--- src/rtl/xup_debounce4.sv ---
// Four-channel switch debouncer: two-flop synchronizer per channel, a per-channel
// stability counter, and registered level, edge-pulse and OR-summary outputs.
module xup_debounce4 #(
  parameter int STABLE_COUNT = 4,
  parameter int CNT_WIDTH    = 16
) (
  input  logic       clk,
  input  logic       reset,
  input  logic       a,
  input  logic       b,
  input  logic       c,
  input  logic       d,
  output logic [3:0] y,
  output logic [3:0] rise,
  output logic [3:0] fall,
  output logic       any
);

  localparam logic [CNT_WIDTH-1:0] CNT_LAST = CNT_WIDTH'(STABLE_COUNT - 1);
  localparam logic [CNT_WIDTH-1:0] CNT_ONE  = CNT_WIDTH'(1);
  localparam logic [CNT_WIDTH-1:0] CNT_ZERO = {CNT_WIDTH{1'b0}};

  logic [3:0]                raw_s;
  logic [3:0]                s1_q;
  logic [3:0]                s2_q;
  logic [3:0]                y_q;
  logic [3:0]                y_d;
  logic [3:0]                rise_q;
  logic [3:0]                rise_d;
  logic [3:0]                fall_q;
  logic [3:0]                fall_d;
  logic                      any_q;
  logic                      any_d;
  logic [3:0][CNT_WIDTH-1:0] cnt_q;
  logic [3:0][CNT_WIDTH-1:0] cnt_d;

  assign raw_s = {d, c, b, a};

  // Per-channel stability counting; the output only follows after an unbroken run.
  always_comb begin
    y_d   = y_q;
    cnt_d = cnt_q;
    for (int i = 0; i < 4; i++) begin
      if (s2_q[i] != y_q[i]) begin
        if (cnt_q[i] == CNT_LAST) begin
          y_d[i]   = s2_q[i];
          cnt_d[i] = CNT_ZERO;
        end else begin
          cnt_d[i] = cnt_q[i] + CNT_ONE;
        end
      end else begin
        cnt_d[i] = CNT_ZERO;
      end
    end
  end

  // Pulses and the OR summary come from next-state y so they land with y itself.
  always_comb begin
    rise_d = y_d & ~y_q;
    fall_d = ~y_d & y_q;
    any_d  = |y_d;
  end

  // All state registers, cleared together by the synchronous reset.
  always_ff @(posedge clk) begin
    if (reset) begin
      s1_q   <= 4'b0000;
      s2_q   <= 4'b0000;
      y_q    <= 4'b0000;
      rise_q <= 4'b0000;
      fall_q <= 4'b0000;
      any_q  <= 1'b0;
      cnt_q  <= {4{CNT_ZERO}};
    end else begin
      s1_q   <= raw_s;
      s2_q   <= s1_q;
      y_q    <= y_d;
      rise_q <= rise_d;
      fall_q <= fall_d;
      any_q  <= any_d;
      cnt_q  <= cnt_d;
    end
  end

  assign y    = y_q;
  assign rise = rise_q;
  assign fall = fall_q;
  assign any  = any_q;

endmodule
--- config.mk ---
export PLATFORM = sky130hd
export DESIGN_NAME = xup_debounce4
export DESIGN_NICKNAME = d
export VERILOG_FILES = /design/src/rtl/xup_debounce4.sv
export SDC_FILE = /design/constraint.sdc
export NUM_CORES = 1
export LEC_CHECK = 0
export BUFFER_PORTS_ARGS = -buffer_cell sky130_fd_sc_hd__buf_2
export CORE_ASPECT_RATIO = 1.75
export CORE_MARGIN = 2
export CORE_UTILIZATION = 55
export CTS_CLUSTER_SIZE = 8
export DETAILED_ROUTE_END_ITERATION = 6
export GPL_ROUTABILITY_DRIVEN = 1
export HOLD_SLACK_MARGIN = 0.02
export PLACE_DENSITY = 0.8
export SYNTH_ARGS = -nofsm -noshare
export SYNTH_HDL_FRONTEND = slang
export SYNTH_SLANG_ARGS = --single-unit
--- constraint.sdc ---
create_clock -name clk -period 2.96 [get_ports clk]
set_input_delay 0.148 -clock clk [delete_from_list [all_inputs] [get_ports clk]]
set_output_delay 0.148 -clock clk [all_outputs]
set_load 0.05 [all_outputs]
==> report_table.html <==
<table>
<tr><th>Metric</th><th>Value</th></tr>
<tr><th colspan="2">Die</th></tr>
<tr><td>Die outline area</td><td>0.00696 mm^2</td></tr>
<tr><td>Die Ht</td><td>109 um</td></tr>
<tr><td>Chip width</td><td>63.9 um</td></tr>
<tr><td>Core box area</td><td>0.00613 mm^2</td></tr>
<tr><td>Number of cell rows</td><td>38</td></tr>
<tr><td>Starting utilization of the core area</td><td>56.3%</td></tr>
<tr><td>Number of placed I/O pins</td><td>19</td></tr>
<tr><th colspan="2">Route</th></tr>
<tr><td>Initial drt markers</td><td>176</td></tr>
<tr><td>Remaining antenna violation count after routing</td><td>0</td></tr>
<tr><td>Final wirelength</td><td>6.39 mm</td></tr>
<tr><td>Via-to-Cell Ratio</td><td>5.52</td></tr>
<tr><td>Residual DRC</td><td>0</td></tr>
<tr><td>Routed WL per cell</td><td>13.0 um</td></tr>
<tr><td>Iteration count of the initial detailed-routing pass</td><td>4</td></tr>
<tr><td>Via count</td><td>2,716</td></tr>
<tr><th colspan="2">Synthesis</th></tr>
<tr><td>Synthesized area</td><td>0.00345 mm^2</td></tr>
<tr><td>Sequential element share of the synthesized area</td><td>49.3%</td></tr>
<tr><td>Post-Synthesis Net Count</td><td>391</td></tr>
<tr><td>Proportion of synthesized flip-flops having asynchronous set or reset</td><td>0%</td></tr>
<tr><td>Yosys synthesis warning count</td><td>0</td></tr>
<tr><td>Top flip-flop cell by instance count after synthesis</td><td>sky130_fd_sc_hd__dfxtp_1</td></tr>
<tr><td>Number of instances in the synthesized netlist</td><td>381</td></tr>
<tr><td>Post-synthesis sequential element count</td><td>85</td></tr>
<tr><td>Avg Synthesized Cell Area</td><td>9.07 um^2</td></tr>
<tr><td>Number of enable-type register cells in the synthesized netlist</td><td>0</td></tr>
<tr><td>Post-synth cell types</td><td>30</td></tr>
<tr><th colspan="2">Setup path</th></tr>
<tr><td>Critical path type</td><td>flip-flop to flip-flop</td></tr>
<tr><td>Worst R2R End</td><td>cnt_q[42]</td></tr>
<tr><td>Worst reg-to-reg path cell count</td><td>5</td></tr>
<tr><td>Startpoint kind of the worst setup timing path</td><td>flip-flop</td></tr>
<tr><td>Standard cell with the maximum stage delay on the critical path</td><td>sky130_fd_sc_hd__nand2_1</td></tr>
<tr><td>Data arrival time of the critical path</td><td>2.13 ns</td></tr>
<tr><td>CP Buf/Inv Count</td><td>0</td></tr>
<tr><td>Max FO, Critical Path</td><td>15</td></tr>
<tr><td>Category of the worst setup path capture point</td><td>flip-flop</td></tr>
<tr><td>Top delay family on crit path</td><td>simple AND/OR/NAND/NOR gates</td></tr>
<tr><td>Required arrival time at the worst endpoint</td><td>3.20 ns</td></tr>
<tr><td>Largest incremental delay on the critical path</td><td>0.45 ns</td></tr>
<tr><td>Startpoint of the lowest-slack register-to-register path</td><td>cnt_q[32]</td></tr>
<tr><td>R2R setup slack</td><td>1.07 ns</td></tr>
<tr><td>Series of cell instances along the critical path</td><td>ha_1, nor4b_1, nand4_1, nand2_1, nor2_1</td></tr>
<tr><th colspan="2">Final layout</th></tr>
<tr><td>Finished Cell Area</td><td>0.00383 mm^2</td></tr>
<tr><td>Sequential cell area</td><td>0.00170 mm^2</td></tr>
<tr><td>Share of cells above drive strength 1</td><td>8.25%</td></tr>
<tr><td>Non-filler instance count after layout</td><td>492</td></tr>
<tr><td>Number of antenna diodes</td><td>0</td></tr>
<tr><td>Multi-input gate area</td><td>0.00171 mm^2</td></tr>
<tr><td>Area Growth Syn to Fin</td><td>10.8%</td></tr>
<tr><td>Final Core Density</td><td>62.4%</td></tr>
<tr><td>Fill cell instance count of the final layout</td><td>518</td></tr>
<tr><td>Post-layout nets</td><td>417</td></tr>
<tr><th colspan="2">Place</th></tr>
<tr><td>IO buf count</td><td>18</td></tr>
<tr><td>Cells after DPL</td><td>472</td></tr>
<tr><td>Dpl hpwl</td><td>4.49 mm</td></tr>
<tr><td>Global placer's final weighted congestion</td><td>0.833</td></tr>
<tr><td>Placement Cell Area</td><td>0.00362 mm^2</td></tr>
<tr><th colspan="2">Pwr</th></tr>
<tr><td>Leak</td><td>1.28 nW</td></tr>
<tr><td>Worst IR Drop VDD</td><td>0.000395 V</td></tr>
<tr><td>Power Dens Cells</td><td>498 mW/mm^2</td></tr>
<tr><td>Power, Total</td><td>0.00191 W</td></tr>
<tr><th colspan="2">STA</th></tr>
<tr><td>Sum of negative setup slack</td><td>0 ns</td></tr>
<tr><td>Max Fclk</td><td>528 MHz</td></tr>
<tr><td>Actual transition at the worst max-transition pin</td><td>0.515 ns</td></tr>
<tr><td>Setup violations, final</td><td>0</td></tr>
<tr><td>Portion of the clock cycle consumed by the worst path in the final layout</td><td>64.0%</td></tr>
<tr><td>Worst slew margin relative to its limit</td><td>65.6%</td></tr>
<tr><td>Final Hold Violating Endpoints</td><td>0</td></tr>
<tr><td>Tmin final</td><td>1.89 ns</td></tr>
<tr><td>Slew Limit Fails</td><td>0</td></tr>
<tr><td>Setup repair after global routing missed its margin</td><td>false</td></tr>
<tr><td>Worst clock skew</td><td>0.00683 ns</td></tr>
<tr><th colspan="2">CTS</th></tr>
<tr><td>Number of setup buffers added after CTS</td><td>0</td></tr>
<tr><td>Buffers from clock root to sink, at most</td><td>2</td></tr>
<tr><td>Clock transition at path regs</td><td>0.08 ns</td></tr>
<tr><td>Hold Buf Count CTS</td><td>4</td></tr>
<tr><td>Clock buffers created by TritonCTS</td><td>9</td></tr>
<tr><td># resized after CTS</td><td>0</td></tr>
<tr><td>TritonCTS clock tree</td><td>built</td></tr>
<tr><td>Number of levels the H-tree was split into</td><td>3</td></tr>
<tr><td>Root Driver</td><td>sky130_fd_sc_hd__clkbuf_8</td></tr>
<tr><td>Clock latency of the later-clocked register in the worst-skew pair</td><td>0.36 ns</td></tr>
<tr><td>Clock net sink count</td><td>85</td></tr>
<tr><th colspan="2">GRT</th></tr>
<tr><td>Largest net degree at the start of global routing</td><td>26</td></tr>
<tr><td>Total global-route track usage</td><td>20.7%</td></tr>
<tr><td>Total grt overflow</td><td>0</td></tr>
<tr><td>Initial antenna violation count</td><td>0</td></tr>
<tr><td>First-pass GRT wire length</td><td>11.3 mm</td></tr>
<tr><td>Number of global-route vias before repair</td><td>2,663</td></tr>
<tr><th colspan="2">Status</th></tr>
<tr><td>Status</td><td>completed</td></tr>
<tr><th colspan="2">Worst hold path</th></tr>
<tr><td>Endpoint of the worst hold path</td><td>y[2]</td></tr>
<tr><td>Worst hold path type</td><td>primary input to flip-flop</td></tr>
<tr><td>Startpoint of the worst hold path</td><td>reset</td></tr>
<tr><td>Cell depth of the worst min-delay path</td><td>2</td></tr>
<tr><th colspan="2">Job</th></tr>
<tr><td>Maxcap violations</td><td>0</td></tr>
</table>
-- layer usage --
| metal | part of all wire, % | global-route usage (%) |
|---|---|---|
| met5 | 0 | 0 |
| met4 | 2.4 | 11.8 |
| met3 | 3.2 | 5.88 |
| met2 | 51 | 35.3 |
| met1 | 44 | 22.8 |
-- cell usage in the layout (no fill, tap or decap), types with 12 or more instances in the layout --
master / n
sky130_fd_sc_hd__dfxtp_1: 85
sky130_fd_sc_hd__nor2_1: 63
sky130_fd_sc_hd__xnor2_1: 29
sky130_fd_sc_hd__nand2_1: 24
sky130_fd_sc_hd__nand3_1: 20
sky130_fd_sc_hd__xor2_1: 18
sky130_fd_sc_hd__buf_2: 18
sky130_fd_sc_hd__nand4_1: 17
sky130_fd_sc_hd__nor4_1: 16
sky130_fd_sc_hd__a21oi_1: 13
sky130_fd_sc_hd__nor3_1: 12
-- cells in the mapped netlist, drive strengths merged (2+ instances only) --
cell,number,share of area (%)
a21oi,13,1.9
and2,3,0.54
and3,11,2.0
and4,3,0.76
clkbuf,7,0.76
dfxtp,85,49
ha,4,1.4
inv,5,0.54
mux2i,4,1.2
nand2,24,2.6
nand3,20,2.9
nand4,18,3.7
nor2,63,6.8
nor2b,8,1.4
nor3,12,1.7
nor4,16,2.9
nor4b,8,2.0
o21ai,11,1.6
or3,11,2.0
or4,2,0.54
xnor2,29,7.4
xor2,18,4.6
-- kinds of logic (layout without fill, tap and decap cells) --
| logic type | count (synthesis) | after routing | synth area share (%) |
|---|---|---|---|
| mux | 4 | 4 | 1.16 |
| compound gates | 27 | 27 | 4.20 |
| flops | 85 | 85 | 49.3 |
| buf+inv | 12 | 43 | 1.30 |
| simple gates | 202 | 202 | 30.7 |
| xor+xnor | 47 | 47 | 11.9 |
| fa+ha+maj | 4 | 4 | 1.45 |
-- power by group --
group	leakage, nW	internal, W	switching (W)
Combinational	0.506	0.0000111	0.0000146
Sequential	0.686	0.00115	0.00000439
Clock	0.0836	0.000329	0.000398
-- state kept, by name, indices dropped and copies added (netlist names) --
signal  flops
y           4
s2_q        4
s1_q        4
cnt_q      64
any         1
rise        4
fall        4
-- how the worst max path moves through the flow --
| stage | slack [ns] | endpoint | from | cells after the start |
|---|---|---|---|---|
| 5_1_grt | 0.84 | cnt_q[40] | cnt_q[32] | 5 |
| 6_report | 1.07 | cnt_q[42] | cnt_q[32] | 5 |
| 3_3_place_gp | 1.10 | cnt_q[3] | cnt_q[0] | 5 |
| 3_5_place_dp | 1.04 | cnt_q[43] | cnt_q[32] | 5 |
| 4_1_cts | 1.05 | cnt_q[36] | cnt_q[32] | 5 |
| 2_1_floorplan | 1.30 | cnt_q[46] | cnt_q[35] | 4 |
-- area by class of cell --
cell class	instances	share of cell area (%)
Timing Repair Buffer	22	3.40
Tap cell	80	2.61
Clock inverter	3	0.556
Multi-Input combinational cell	284	44.6
Sequential cell	85	44.4
Inverter	5	0.490
Clock buffer	13	3.89
-- metrics by stage --
stage	hold slack [ns]	setup WS [ns]
2_1_floorplan	0.220	1.30
3_3_place_gp	0.355	1.10
4_1_cts	0.183	1.05
6_report	0.197	1.07
3_5_place_dp	0.363	1.04
5_1_grt	0.223	0.839
No activity file was read; power rests on OpenSTA's default activity.
